==> config.mk <==
export PLATFORM = sky130hd
export DESIGN_NAME = gcd_requester
export DESIGN_NICKNAME = d
export VERILOG_FILES = /design/src/rtl/gcd_pkg.sv /design/src/rtl/gcd_req_watchdog.sv /design/src/rtl/gcd_requester.sv
export SDC_FILE = /design/constraint.sdc
export NUM_CORES = 1
export LEC_CHECK = 0
export CORE_MARGIN = 10
export CORE_UTILIZATION = 30
export DETAILED_ROUTE_END_ITERATION = 10
export PLACE_DENSITY = 0.74
export SETUP_SLACK_MARGIN = 0.5
export SLEW_MARGIN = 20
export SYNTH_ARGS = -nofsm -noshare
export SYNTH_HDL_FRONTEND = slang
export SYNTH_HIERARCHICAL = 1
export SYNTH_SLANG_ARGS = --single-unit
==> constraint.sdc <==
create_clock -name clk -period 4.05 [get_ports clk]
set_clock_uncertainty 0.2 [all_clocks]
set_input_delay 1.0125 -clock clk [delete_from_list [all_inputs] [get_ports clk]]
set_output_delay 1.0125 -clock clk [all_outputs]
set_load 0.005 [all_outputs]
==> src/rtl/gcd_pkg.sv <==
// Shared types and defaults for the GCD requester: FSM state encoding,
// default parameter values and the response record seen by a consumer.
package gcd_pkg;

  localparam int DEFAULT_WIDTH   = 32;
  localparam int DEFAULT_ID_W    = 4;
  localparam int DEFAULT_TIMEOUT = 1024;

  typedef enum logic [2:0] {
    ST_IDLE,
    ST_ISSUE,
    ST_WAIT,
    ST_RESP,
    ST_DRAIN
  } gcd_state_t;

  // Response record at the default widths; packs as {result, id, timeout}.
  typedef struct packed {
    logic [DEFAULT_WIDTH-1:0] result;
    logic [DEFAULT_ID_W-1:0]  id;
    logic                     timeout;
  } gcd_rsp_t;

endpackage

==> src/rtl/gcd_req_watchdog.sv <==
// WAIT-phase watchdog: cleared before each operation, counts enabled cycles
// and flags expiry on the TIMEOUT-th counted cycle.
module gcd_req_watchdog
  import gcd_pkg::*;
#(
  parameter int TIMEOUT = DEFAULT_TIMEOUT
) (
  input  logic clk,
  input  logic reset,
  input  logic clear,
  input  logic enable,
  output logic expire
);

  localparam int CW = $clog2(TIMEOUT);
  localparam logic [CW-1:0] LAST = CW'(TIMEOUT - 1);

  logic [CW-1:0] count;

  // NOTE: sequential state uses non-blocking assignments so every flop samples pre-edge values.
  always_ff @(posedge clk or posedge reset) begin
    if (reset) begin
      count <= '0;
    end else if (clear) begin
      count <= '0;
    end else if (enable && !expire) begin
      // Holding at LAST keeps the counter from wrapping; expiry exits WAIT anyway.
      count <= count + CW'(1);
    end
  end

  assign expire = (count == LAST);

endmodule

==> src/rtl/gcd_requester.sv <==
// Request/response front end for an external GCD core: accepts one tagged
// request, starts the core, waits with a watchdog and returns the result or an abort.
module gcd_requester
  import gcd_pkg::*;
#(
  parameter int WIDTH   = DEFAULT_WIDTH,
  parameter int ID_W    = DEFAULT_ID_W,
  parameter int TIMEOUT = DEFAULT_TIMEOUT
) (
  input  logic             clk,
  input  logic             reset,
  input  logic             req_valid,
  output logic             req_ready,
  input  logic [WIDTH-1:0] req_a,
  input  logic [WIDTH-1:0] req_b,
  input  logic [ID_W-1:0]  req_id,
  output logic             core_start,
  output logic [WIDTH-1:0] core_a,
  output logic [WIDTH-1:0] core_b,
  input  logic [WIDTH-1:0] core_result,
  input  logic             core_done,
  output logic             rsp_valid,
  input  logic             rsp_ready,
  output logic [WIDTH-1:0] rsp_result,
  output logic [ID_W-1:0]  rsp_id,
  output logic             rsp_timeout,
  output logic             busy
);

  gcd_state_t state_q, state_d;
  logic       drain_pending;
  logic       expire;

  gcd_req_watchdog #(.TIMEOUT(TIMEOUT)) u_watchdog (
    .clk    (clk),
    .reset  (reset),
    .clear  (state_q == ST_ISSUE),
    .enable (state_q == ST_WAIT),
    .expire (expire)
  );

  always_ff @(posedge clk or posedge reset) begin
    if (reset) state_q <= ST_IDLE;
    else       state_q <= state_d;
  end

  // NOTE: next_state gets a default before the case so no path leaves it unassigned (no latch).
  always_comb begin
    state_d = state_q;
    case (state_q)
      ST_IDLE:  if (req_valid)            state_d = ST_ISSUE;
      ST_ISSUE:                           state_d = ST_WAIT;
      ST_WAIT:  if (core_done || expire)  state_d = ST_RESP;
      ST_RESP:  if (rsp_ready)            state_d = drain_pending ? ST_DRAIN : ST_IDLE;
      ST_DRAIN: if (core_done)            state_d = ST_IDLE;
      default:                            state_d = ST_IDLE;
    endcase
  end

  always_ff @(posedge clk or posedge reset) begin
    if (reset) begin
      core_a        <= '0;
      core_b        <= '0;
      rsp_id        <= '0;
      rsp_result    <= '0;
      rsp_timeout   <= 1'b0;
      drain_pending <= 1'b0;
    end else begin
      if (state_q == ST_IDLE && req_valid) begin
        core_a <= req_a;
        core_b <= req_b;
        rsp_id <= req_id;
      end
      // core_done is only sampled in WAIT and DRAIN, so a stale done is never captured.
      if (state_q == ST_WAIT) begin
        if (core_done) begin
          rsp_result  <= core_result;
          rsp_timeout <= 1'b0;
        end else if (expire) begin
          rsp_result    <= '0;
          rsp_timeout   <= 1'b1;
          drain_pending <= 1'b1;
        end
      end
      if (state_q == ST_DRAIN && core_done) drain_pending <= 1'b0;
    end
  end

  assign req_ready  = (state_q == ST_IDLE);
  assign core_start = (state_q == ST_ISSUE);
  assign rsp_valid  = (state_q == ST_RESP);
  assign busy       = (state_q != ST_IDLE);

endmodule

Word-level counts from Yosys, hierarchy flattened
Index checks and enable logic that the tools add are counted.
- flip-flop bits (word level): 115
- input port bits: 105
- output and inout bits: 105
- logic and storage cells: 48
- $add $sub $neg: 1
- eq/ne operators: 10
- multiplexer cells: 15
- reductions and logical operators: 14
- operator list (operator ; number):
    32-bit 2-to-1 mux ; 2
    10-bit 2-to-1 mux ; 2
    3-bit 2-to-1 mux ; 5
    3-bit case mux with 5 select lines ; 1
    10-bit by 1-bit adder with 10-bit output (second input constant) ; 1
    10-bit == test (second input constant) ; 1
    2-bit nonzero test ; 4
    3-bit by 2-bit == test with 1-bit output (second input constant) ; 2
    2-bit inequality test (second input constant) ; 3
    1-bit 2-to-1 mux ; 5
    2-bit by 1-bit inequality test with 1-bit output (second input constant) ; 2
    4-bit AND reduction ; 1
    3-bit by 1-bit == test with 1-bit output (second input constant) ; 1
    3-bit == test (second input constant) ; 1
    1-bit logical AND ; 3
    3-bit logical NOT ; 1
    3-bit AND reduction ; 1
    3-bit nonzero test ; 1
    2-bit AND reduction ; 1
    1-bit logical NOT ; 1
    1-bit logical OR ; 1

Logic depth before layout (Yosys ltp)
Gate-level depths: netlist of the first run.
- depth after elaboration: 5
- depth in mapped cells: 7
- depth with buffers taken out: 5

Cells and area by module
Netlist of the first run, hierarchy kept.
- modules (own cells, without submodules) (module ; instances ; cells an instance ; area an instance (um^2) ; seq. area each (um^2)):
    gcd_requester ; 1 ; 244 ; 3975.1 ; 2627.5
    gcd_req_watchdog ; 1 ; 66 ; 635.6 ; 250.2

Worst setup path before layout of the first run
No wires, ideal clock.
- path kind: input-to-reg
- start point: input port req_valid
- end point: register core_b[0]
- library setup time: 125 ps
- arrival time: 1814 ps
- data required time: 3725 ps
- setup slack: 1911 ps
- stages on the path: 5
- path through: and2_1 -> buf_6 -> buf_6 -> buf_8 -> mux2_4
- longest elaborated chain between the ends: 1
- RTL lines (what ; RTL line ; source):
    from (decl) ; gcd_requester.sv:12 ; input logic req_valid,
    1-bit logical AND ; gcd_requester.sv:69 ; if (state_q == ST_IDLE && req_valid) begin
    to (signal assigned) ; gcd_requester.sv:71 ; core_b <= req_b;
    to (decl) ; gcd_requester.sv:19 ; output logic [WIDTH-1:0] core_b,
Every way passes these cells.
A chain may end at the register's enable or synchronous reset.

Worst setup path after layout of the first run
- start point: register state_q[0]
- end point: output port core_start
- longest elaborated chain between the ends: 1
- RTL lines (what ; RTL line ; source):
    from (decl) ; gcd_requester.sv:30 ; gcd_state_t state_q, state_d;
    from (signal assigned) ; gcd_requester.sv:44 ; else state_q <= state_d;
    3-bit by 1-bit == test with 1-bit output ; gcd_requester.sv:90 ; assign core_start = (state_q == ST_ISSUE);
    to (decl) ; gcd_requester.sv:17 ; output logic core_start,
Every way passes these cells.

==> results.yml, run 1 <==
outcome:
  outcome: "finished clean"
cells_and_area:
  drive_gt1_share_pct: 21.1
  mostFrequentLayoutCell: "clkdlybuf4s50_1"
  final_cell_mix: "209 x clkdlybuf4s50_1, 115 x dfrtp_1, 59 x mux2_2"
  n_antenna_cell: 0
  syn_to_final_growth_pct: 61.8
  nets: 628
die:
  die_h_um: 144
  die_area_sq_mm: 0.0207
  row_count: 45
  io_pins: 210
  die_w_um: 144
  start_util_pct: 30.4
  core-area_sq_mm: 0.0151
sta:
  max_freq_mhz: 318
  setup_violations: 0
  hold_violations: 0
  worst_slack_ns: 0.905
  fin_tns_setup_ns: 0
  maxSlewHeadroom_pct: 31.2
  worst_pin_slew_ns: 1.03
  slew_viol_final: 0
  finalCriticalPeriod_ns: 3.15
  whs_ns: 0.302
  min_period_over_period_pct: 77.7
  grt_setup_unrepaired: "false"
worst_setup_path:
  path_max_fanout: 14
  reg2reg_slack_ns: 1.51
  cpPeakStageDelay_ns: 0.55
  endpoint_kind: "primary output"
  crit_arrival_ns: 1.93
  crit_path_top_delay_cell: "clkdlybuf4s50_1"
  crit_chain: "nor3b_1, buf_4, clkdlybuf4s50_1"
  cp-start-kind: "register"
  worstPathRequired_ns: 2.84
  crit_type: "reg -> out"
grt:
  grt_usage_pct: 12.8
  grt_pass1_vias: 3816
  antenna_found_initial: 0
  grt_pass1_wl_um: 20600
  grt_max_degree: 70
  grt.overflow.total: 0
clocking:
  clockBufferDepth: 2
  cts_sinks: 115
  clkLatencyLatePin_ns: 0.41
  htreeDepth: 4
  clock-root-buffer: "clkbuf_16"
  hold_buffers: 0
  cts_setup_buffers: 0
  clk_pin_slew_ns: 0.05
  post_cts_resized: 0
  cts_tree: "done"
  cts_buffers: 17
yosys:
  synth_seq_area_share_pct: 62.4
  ys_async_sr_fraction_pct: 100
  synth_enable_flop_cells: 0
  synth_flop_cell: "dfrtp_1"
  syn_avg_cell_area_sq_um: 14.9
  synth-seq-cells: 115
  synth_top_area_cell: "dfrtp_1"
  synth_cell_type_count: 45
  netlist.area_leader.share_pct: 62.4
  synth_cells: 310
  netlist_area_sq_mm: 0.00461
  ys_warn_count: 6
  syn_nets: 416
  netlist_top_cells_area: "dfrtp_1 62%, mux2_2 14%, a22o_1 6.1%"
pwr:
  power_density_mw_per_mm2: 791
  ir_drop_mv: 0.321
  p_leak_nw: 3.08
routing:
  firstDrtPassIters: 4
  wl_per_cell_um: 18.5
  vias_per_cell: 4.79
  drt_iter0_drc: 133
  ant_nets: 0
  drc: 0
  vias: 3466
  wl_um: 13400
placed_design:
  port_buffers: 209
  dp_slack_ns: 0.992
  gp_congestion: 0.753
  dp_hpwl_um: 9950
flow_run:
  maxCapViolCount: 0
min_path:
  hp-class: "reg -> reg"
-- state kept, by name, summed over array words and instances, names as in the netlist --
signal,count
rsp_id,4
core_a,32
u_watchdog/count,10
rsp_result,32
rsp_timeout,1
core_b,32
drain_pending,1
state_q,3
-- stage by stage --
stage	cell area (sq um)	std cells	utilization, %	power [mW]
floorplan	4610	310	-	2.99
global placement	6830	691	45.1	4.30
detailed placement	6830	691	45.1	4.38
CTS	7450	723	49.2	6.00
global route	7460	723	49.3	6.27
finish	7460	723	49.3	5.90
-- power by group --
part	internal (mW)	total, mW	switching (mW)
clock network	1.04	1.57	0.528
registers	1.69	2.02	0.328
logic	1.54	2.31	0.775
total	4.27	5.90	1.63
-- routing by layer --
| layer | vias up | wire length [um] | GRT usage [%] | share of wire [%] |
|---|---|---|---|---|
| li1 | 1578 | - | - | - |
| met1 | 1700 | 5610 | 15.0 | 42 |
| met2 | 169 | 5890 | 19.2 | 44 |
| met3 | 19 | 1670 | 6.85 | 12 |
| met4 | 0 | 212 | 5.32 | 1.6 |
| met5 | - | 0 | 0 | 0 |
-- final cells by class --
cell class,instances,area [sq um]
clock buffers,19,443
multi-input cells,170,1580
inverters,5,22.5
clock inverters,13,183
flip-flops and latches,115,2880
repair buffers,213,2120
well taps,188,235
fillers,1323,7680
-- cells by family after synthesis --
kind of cell | after synthesis | share of synthesized area (%)
adders and majority gates | 1 | 0.271
AOI/OAI and AO/OA | 57 | 10.3
buffers and inverters | 25 | 3.64
DFF | 115 | 62.4
muxes | 69 | 17.6
and+or+nand+nor | 43 | 5.75
-- synthesized netlist by cell type (2+ instances only) --
| cell | number |
|---|---|
| nand4_1 | 3 |
| nand3_1 | 2 |
| nor2b_1 | 4 |
| buf_2 | 8 |
| nor2_1 | 4 |
| nor4_1 | 2 |
| a311oi_1 | 3 |
| a211oi_1 | 3 |
| dfrtp_1 | 115 |
| a31oi_1 | 2 |
| a41oi_1 | 4 |
| buf_4 | 6 |
| nand2b_1 | 3 |
| and3_1 | 4 |
| nor3b_1 | 2 |
| inv_1 | 5 |
| and2_1 | 3 |
| mux2_4 | 9 |
| mux2_2 | 59 |
| a211oi_2 | 2 |
| a21oi_1 | 3 |
| nand2_1 | 4 |
| buf_6 | 4 |
| a22o_1 | 32 |
| nor3_1 | 4 |
-- worst max-delay path: cells and delay by family, from the launching register on --
kind | cells | cell delay, ns
buffers and inverters | 2 | 0.77
DFF | 1 | 0.52
and+or+nand+nor | 1 | 0.22
-- final timing paths --
kind | start | endpoint | depth (start not counted)
setup reg to reg | state_q[0] | u_watchdog/count[5] | 4
min in group asynchronous | reset | u_watchdog/count[7] | 2
hold / removal | core_a[31] | core_a[31] | 1
setup / recovery | state_q[0] | core_start | 3
hold reg to reg | core_a[31] | core_a[31] | 1
max in group asynchronous | reset | core_b[27] | 3
No activity file was read; power rests on OpenSTA's default activity.
==> run 2: changes to the inputs <==
Settings changed: PLACE_DENSITY 0.74 to 0.72.
Clock period 4.05 ns to 2.9 ns, I/O delays scaled along.
==> run 2 against run 1 <==
  * Sequential share of layout area fell by 0.44 points
  * Critical path type unchanged
  * Clock-buffer cell count rose by 2
  * Sequential cell count did not move
  * Worst setup slack got worse by 0.35 ns
  * Largest cell class unchanged
  * Non-clock buffer count rose by 7
  * Core utilization rose by 0.63 points
==> results.yml, run 2 (synthesized netlist as in run 1, its figures left out) <==
clocking:
  clockBufferDepth: 2
  clock-root-buffer: "clkbuf_16"
  cts_buffers: 17
  clkLatencyLatePin_ns: 0.40
  clk_pin_slew_ns: 0.05
  cts_tree: "done"
  hold_buffers: 0
  cts_sinks: 115
  htreeDepth: 4
grt:
  antenna_found_initial: 0
  grt_pass1_wl_um: 20900
  grt_usage_pct: 12.7
  grt_max_degree: 56
  grt_pass1_vias: 3887
  grt.overflow.total: 0
sta:
  hold_violations: 0
  finalCriticalPeriod_ns: 2.34
  setup_violations: 0
  fin_tns_setup_ns: 0
  min_period_over_period_pct: 80.7
  max_freq_mhz: 427
  whs_ns: 0.302
  worst_pin_slew_ns: 0.796
  maxSlewHeadroom_pct: 46.7
  grt_setup_unrepaired: "true"
  slew_viol_final: 0
placed_design:
  gp_congestion: 0.737
  dp_cells: 694
  dp_hpwl_um: 9940
  placed_area_sq_mm: 0.00687
  port_buffers: 209
cells_and_area:
  n_antenna_cell: 0
  mostFrequentLayoutCell: "clkdlybuf4s50_1"
  syn_to_final_growth_pct: 63.9
  stdcell_count: 728
  final_area_sq_mm: 0.00756
  drive_gt1_share_pct: 23.5
  nets: 635
  final_cell_mix: "205 x clkdlybuf4s50_1, 112 x dfrtp_1, 59 x mux2_2"
  top_regs: "core_a (32), core_b (32), rsp_result (32)"
die:
  die_h_um: 144
  core-area_sq_mm: 0.0151
  die_w_um: 144
  start_util_pct: 30.4
  die_area_sq_mm: 0.0207
  row_count: 45
  io_pins: 210
routing:
  wl_um: 13300
  drc: 0
  wl_per_cell_um: 18.3
  firstDrtPassIters: 5
  vias_per_cell: 4.70
  drt_iter0_drc: 207
  ant_nets: 0
  vias: 3424
pwr:
  power_density_mw_per_mm2: 1100
  finalPower_mw: 8.33
  p_leak_nw: 3.14
  ir_drop_mv: 0.430
min_path:
  hp-class: "reg -> reg"
  hold_path_depth: 1
worst_setup_path:
  rr_worst_depth: 5
  worstPathRequired_ns: 1.98
  endpoint_kind: "primary output"
  crit_type: "reg -> out"
  path_max_fanout: 7
  cp-start-kind: "register"
  crit_arrival_ns: 1.42
outcome:
  outcome: "finished clean"
flow_run:
  maxCapViolCount: 0
## run 2: power breakdown
group	internal [mW]	switching, mW
sequential	2.37	0.457
clock	1.49	0.698
combinational	2.22	1.10
total	6.08	2.25
## run 2: cell type report
type                    instances  area (sq um)
clock buffers                  21           470
clock inverters                 9           154
fillers                      1301          7590
inverters                       5          22.5
multi-input cells             170          1610
flip-flops and latches        115          2880
well taps                     188           235
repair buffers                220          2190
## run 2: path summary, 6_finish.rpt
kind / startpoint / endpoint / slack, ns
max: state_q[2] / req_ready / 0.56
min: core_a[18] / core_a[18] / 0.30
max reg2reg: u_watchdog/count[0] / rsp_result[12] / 0.70
min reg2reg: core_a[18] / core_a[18] / 0.30
max in group asynchronous: reset / core_a[6] / 1.27
min in group asynchronous: reset / u_watchdog/count[2] / 0.52
## run 2: per-stage QoR
stage,setup slack [ns],util (%)
3_5_place_dp,0.405,45.4
6_report,0.559,49.9
5_1_grt,0.467,49.9
4_1_cts,0.512,49.8
2_1_floorplan,0.715,-
3_3_place_gp,0.180,45.3
## run 2: timing repair
item	4_1_cts	5_1_grt
cloned	0	0
buffers inserted	3	1
gates resized for setup	14	8
setup endpoints to repair	5	4
endpoints found under the hold margin	0	0
pin swaps	1	1
## run 2: metal layers
metal,routed length (um),global-route usage (%),vias up
li1,-,-,1590
met1,5540,14.5,1640
met2,6070,20.2,182
met3,1620,6.82,12
met4,92,3.82,0
met5,0,0,-
## run 2: worst max-delay path: stages (launching register included)
cell	delay (ns)
dfrtp_2	0.48
nor3_4	0.27
dlygate4sd2_1	0.27
